==> config.mk <==
export PLATFORM = sky130hd
export DESIGN_NAME = jtframe_sdram_arb
export DESIGN_NICKNAME = d
export VERILOG_FILES = /design/src/rtl/jtframe_sdram_arb.sv
export SDC_FILE = /design/constraint.sdc
export NUM_CORES = 1
export LEC_CHECK = 0
export BUFFER_PORTS_ARGS = -buffer_cell sky130_fd_sc_hd__buf_2
export CORE_UTILIZATION = 35
export CTS_CLUSTER_SIZE = 10
export DETAILED_ROUTE_END_ITERATION = 8
export PLACE_DENSITY = 0.9
export SLEW_MARGIN = 10
export SYNTH_ARGS = -nofsm -noshare
export SYNTH_HDL_FRONTEND = slang
export SYNTH_SLANG_ARGS = --single-unit
export TNS_END_PERCENT = 20
==> constraint.sdc <==
create_clock -name clk -period 2.32 [get_ports clk]
set_input_delay 0.58 -clock clk [delete_from_list [all_inputs] [get_ports clk]]
set_output_delay 0.58 -clock clk [all_outputs]
set_load 0.005 [all_outputs]
==> src/rtl/jtframe_sdram_arb.sv <==
// jtframe_sdram_arb: arbitrates CH requesting channels onto a single SDRAM
// bank port. Fixed-priority or round-robin selection, a GRANT/WAIT
// handshake with the bank, and a saturating timeout that aborts a stuck
// transaction and raises a sticky error flag.
module jtframe_sdram_arb #(
    parameter int AW    = 22,
    parameter int CH    = 2,
    parameter int RR    = 0,
    parameter int TOUTW = 8
) (
    input  logic [0:0]       clk,
    input  logic [0:0]       rst,
    // channel side
    input  logic [CH*AW-1:0] req_addr,
    input  logic [CH-1:0]    req_rd,
    input  logic [CH-1:0]    req_wr,
    input  logic [CH*16-1:0] req_din,
    input  logic [CH*2-1:0]  req_din_m,
    output logic [CH-1:0]    req_ack,
    output logic [CH-1:0]    req_dst,
    output logic [CH-1:0]    req_rdy,
    // SDRAM bank side
    output logic [AW-1:0]    ba_addr,
    output logic [0:0]       ba_rd,
    output logic [0:0]       ba_wr,
    output logic [15:0]      ba_din,
    output logic [1:0]       ba_din_m,
    input  logic [0:0]       ba_ack,
    input  logic [0:0]       ba_dst,
    input  logic [0:0]       ba_rdy,
    // status
    output logic [2:0]       owner,
    output logic [0:0]       busy,
    output logic [0:0]       timeout,
    output logic [0:0]       err,
    input  logic [0:0]       err_clr
);

    typedef enum logic [1:0] {
        IDLE  = 2'd0,
        GRANT = 2'd1,
        WAIT  = 2'd2
    } state_t;

    state_t           state_q, state_d;
    logic [2:0]       owner_q, owner_d;
    logic [2:0]       last_q,  last_d;
    logic [TOUTW-1:0] cnt_q,   cnt_d;
    logic             err_q,   err_d;
    logic             tout_q,  tout_d;
    logic             hold_q,  hold_d;

    logic [CH-1:0]    pend;
    logic             any_pend;
    logic [2:0]       win;
    logic [2:0]       lo_win, hi_win;
    logic             lo_found, hi_found;

    logic [AW-1:0]    own_addr;
    logic             own_rd, own_wr;
    logic [15:0]      own_din;
    logic [1:0]       own_din_m;

    logic             in_grant;
    logic             cnt_full;
    logic             abort;

    assign in_grant = (state_q == GRANT);
    assign cnt_full = &cnt_q;
    assign pend     = req_rd | req_wr;
    assign any_pend = |pend;

    // Select the owner channel's address, data, mask and request levels.
    always_comb begin
        own_addr  = '0;
        own_rd    = 1'b0;
        own_wr    = 1'b0;
        own_din   = '0;
        own_din_m = '0;
        for (int unsigned i = 0; i < CH; i++) begin
            if (owner_q == 3'(i)) begin
                own_addr  = req_addr[i*AW +: AW];
                own_rd    = req_rd[i];
                own_wr    = req_wr[i];
                own_din   = req_din[i*16 +: 16];
                own_din_m = req_din_m[i*2 +: 2];
            end
        end
    end

    // Pick the winner: lowest pending index, or in round-robin mode the
    // first pending index above the last owner, wrapping to the lowest.
    always_comb begin
        lo_win   = '0;
        hi_win   = '0;
        lo_found = 1'b0;
        hi_found = 1'b0;
        for (int unsigned i = 0; i < CH; i++) begin
            if (pend[i] && !lo_found) begin
                lo_win   = 3'(i);
                lo_found = 1'b1;
            end
            if (pend[i] && !hi_found && (3'(i) > last_q)) begin
                hi_win   = 3'(i);
                hi_found = 1'b1;
            end
        end
        win = ((RR != 0) && hi_found) ? hi_win : lo_win;
    end

    // Next-state logic: arbitration, bank handshake, withdrawal and timeout.
    always_comb begin
        state_d = state_q;
        owner_d = owner_q;
        last_d  = last_q;
        cnt_d   = cnt_q;
        err_d   = err_q;
        tout_d  = 1'b0;
        hold_d  = 1'b0;
        abort   = 1'b0;

        if (state_q != IDLE && !cnt_full) begin
            cnt_d = cnt_q + 1'b1;
        end

        case (state_q)
            IDLE: begin
                if (!hold_q && any_pend) begin
                    state_d = GRANT;
                    owner_d = win;
                    last_d  = win;
                    cnt_d   = '0;
                end
            end
            GRANT: begin
                if (cnt_full && !ba_rdy) begin
                    abort = 1'b1;
                end else if (ba_ack) begin
                    state_d = ba_rdy ? IDLE : WAIT;
                end else if (!own_rd && !own_wr) begin
                    state_d = IDLE;
                end
            end
            WAIT: begin
                if (ba_rdy) begin
                    state_d = IDLE;
                end else if (cnt_full) begin
                    abort = 1'b1;
                end
            end
            default: state_d = IDLE;
        endcase

        if (abort) begin
            state_d = IDLE;
            tout_d  = 1'b1;
        end

        // One settle cycle after every return to IDLE keeps grant-to-grant
        // spacing at three cycles even when ack and rdy arrive together.
        if (state_q != IDLE && state_d == IDLE) begin
            hold_d = 1'b1;
        end

        if (abort) begin
            err_d = 1'b1;
        end else if (err_clr) begin
            err_d = 1'b0;
        end
    end

    // State register with synchronous reset; reset aborts any transaction.
    always_ff @(posedge clk) begin
        if (rst) begin
            state_q <= IDLE;
            owner_q <= '0;
            last_q  <= 3'(CH-1);
            cnt_q   <= '0;
            err_q   <= 1'b0;
            tout_q  <= 1'b0;
            hold_q  <= 1'b0;
        end else begin
            state_q <= state_d;
            owner_q <= owner_d;
            last_q  <= last_d;
            cnt_q   <= cnt_d;
            err_q   <= err_d;
            tout_q  <= tout_d;
            hold_q  <= hold_d;
        end
    end

    // Route bank handshake returns to the owner channel only.
    always_comb begin
        req_ack = '0;
        req_dst = '0;
        req_rdy = '0;
        for (int unsigned i = 0; i < CH; i++) begin
            if (owner_q == 3'(i)) begin
                req_ack[i] = ba_ack & in_grant;
                req_dst[i] = ba_dst & busy;
                req_rdy[i] = ba_rdy & busy;
            end
        end
    end

    assign busy     = (state_q != IDLE);
    assign ba_addr  = own_addr;
    assign ba_din   = own_din;
    assign ba_din_m = own_din_m;
    assign ba_wr    = own_wr & in_grant;
    assign ba_rd    = own_rd & in_grant & ~own_wr;
    assign owner    = owner_q;
    assign timeout  = tout_q;
    assign err      = err_q;

endmodule
==> run_results.csv <==
group,metric,value,unit
sta,slew_violations,0,
setup_path,rrSetupSlack,0.50,ns
yosys,synth_edf_count,0,
finish,fin_util,0.587,
place,gp_congestion,0.800,
setup_path,path_max_fanout,21,
place,dp_cells,331,
yosys,synth.distinct_cells,42,
run,maxCapViolations,0,
sta,setup_viol,0,
yosys,synth.most_common_cell,"mux2_2",
yosys,synth-seq-area-share,0.204,
die,die_area,4180,sq um
finish,insertedDiodeCount,0,
cts,post_cts_resized,0,
routing,drt_iter0_markers,51,
setup_path,criticalPathCategory,"reg -> out",
global_routing,globalRouteOverflowTotal,0,
sta,clock.fmax,0.457,GHz
yosys,synth_area,1370,sq um
setup_path,reg2regPathDepth,6,
die,fp-row-count,22,
global_routing,track_usage,0.232,
sta,rsz0062_at_grt,"false",
global_routing,antenna_found_initial,2,
worst_hold_path,hp-class,"reg -> reg",
setup_path,critPathRequiredTime,1.74,ns
pwr,peakVddDrop,0.000219,V
pwr,p_leak,0.00108,uW
yosys,yosys-top-cells-count,"40 x mux2_2, 14 x dfxtp_1, 14 x nor2_1, 8 x inv_1, 6 x clkbuf_1",
sta,finalCriticalPeriod,2.19,ns
die,fp.dieW,64.6,um
pwr,power_density,473,nW/um^2
routing,viasPerCell,4.89,
setup_path,crit_arrival,1.61,ns
die,ios,144,
finish,fin_cells,335,
cts,cts_max_path_buffers,2,
yosys,synth_seq_cells,14,
finish,nets,383,
yosys,synth_top_area_cell,"mux2_2",
finish,area_growth,58.9,%
global_routing,grt_max_degree,25,
yosys,ys_warn_count,0,
global_routing,grt_pass1_vias,1559,
sta,hold_viol_final,0,
global_routing,grt_pass1_wl,7530,um
yosys,yosys-top-cells-area,"mux2_2 33%, dfxtp_1 20%, ha_1 4.6%, nor2_1 3.8%, xnor2_1 2.6%",
yosys,async_flop_share,0,
routing,routed_wl,4750,um
cts,root_buffer,"clkbuf_8",
routing,ant_nets,0,
routing,wl_per_cell,14.2,um
finish,drive_gt1_frac,0.686,
routing,firstDrtPassIters,4,
setup_path,critPathCaptureType,"primary output",
worst_hold_path,holdPathStages,2,
cts,cts_setup_buffers,0,
place,port_buffers,141,
place,place.detailed.hpwl,4120,um
setup_path,critPathLaunchType,"register",
cts,clkTransAtPathRegs,0.06,ns
yosys,yosysTopAreaCellShare,0.328,
cts,cts_tree,"built",
cts,cts_sinks,14,
yosys,synth_ff_type,"dfxtp_1",
sta,clock_skew,0.00494,ns
sta,setup_tns,0,ns
cts,cts_buffers,3,
cts,h-tree-depth,1,
die,die_y,64.6,um
routing,drc,0,
status,outcome,"finished, final reports clean",
routing,num_vias,1639,
yosys,avgSynthCellArea,9.21,sq um
sta,finalCritPeriodShare,0.943,
yosys,netlist_instances,149,
cts,clk_latency,0.24,ns
die,coreArea,3720,sq um
die,start_util,0.369,
cts,ctsHoldBuffers,0,
[worst paths after layout]
check                   from          to
hold / removal           err         err
setup / recovery    owner[0]  ba_din[13]
setup reg to reg  state_q[1]      hold_q
hold reg to reg          err         err
[worst max-delay path, stage by stage, from the launching register on]
cell and delay (ns):
dfxtp_2 0.61, buf_4 0.26, mux2_2 0.35, buf_2 0.13
[cell type report]
class / instances / area, sq um
Multi-Input combinational cell: 116 / 1010
Clock buffer: 4 / 55.1
Timing Repair Buffer: 144 / 741
Fill cell: 341 / 1540
Inverter: 9 / 33.8
Sequential cell: 14 / 282
Tap cell: 48 / 60.1
[registers in the layout, indices dropped and copies added, names as in the netlist]
register,flops
timeout,1
err,1
state_q,2
cnt_q,8
hold_q,1
owner,1
[kinds of logic (layout without fill, tap and decap cells)]
| logic type | count (synthesis) | count (layout) | synth area share |
|---|---|---|---|
| other | 1 | 2 | 0.00273 |
| buffers and inverters | 20 | 157 | 0.0629 |
| XOR/XNOR | 5 | 5 | 0.0319 |
| adder cells (fa/ha/maj) | 5 | 5 | 0.0456 |
| AO/OA/AOI/OAI | 20 | 20 | 0.136 |
| multiplexers | 43 | 43 | 0.350 |
| flip-flops | 14 | 14 | 0.204 |
| AND/OR/NAND/NOR | 41 | 41 | 0.167 |
[report_power, final]
part           leakage, uW  total (uW)  switching, uW  internal (uW)
Clock            0.0000288         238           87.7            150
Combinational     0.000940         511            234            277
Sequential        0.000114         283           24.5            258
Total              0.00108        1030            346            686
[routing by layer]
layer  wire length (um)  vias to the layer above  share of wire  track usage
met4                  2                        4        0.00042       0.0167
met1               2050                      735           0.43        0.297
li1                   -                      818              -            -
met2               2310                       78           0.49        0.404
met3                355                        4          0.075       0.0581
met5                 27                        -         0.0057            0
[through the flow]
step / hold slack, ns / power (uW) / setup WS [ns] / cell area, sq um
floorplan: 0.460 / 575 / 0.551 / 1380
global placement: 0.460 / 788 / 0.406 / 2130
detailed placement: 0.476 / 797 / 0.360 / 2130
CTS: 0.482 / 1040 / 0.125 / 2180
global route: 0.527 / 1100 / 0.0403 / 2180
finish: 0.480 / 1030 / 0.132 / 2180
[layout by cell type (no fill, tap or decap), drive strengths merged, types with 2 or more instances in the layout]
cell type / Yosys / routed
a2111o: 2 / 2
a21o: 2 / 2
a21oi: 5 / 5
and3: 5 / 5
buf: 5 / 144
clkbuf: 6 / 4
conb: 1 / 2
dfxtp: 14 / 14
ha: 5 / 5
inv: 9 / 9
mux2: 40 / 40
mux2i: 3 / 3
nand2: 2 / 2
nand2b: 2 / 2
nand3: 4 / 4
nor2: 14 / 14
nor3: 4 / 4
nor3b: 2 / 2
nor4: 2 / 2
o21ai: 2 / 2
xnor2: 4 / 4
Note: power is estimated with default switching activity, not from simulation.
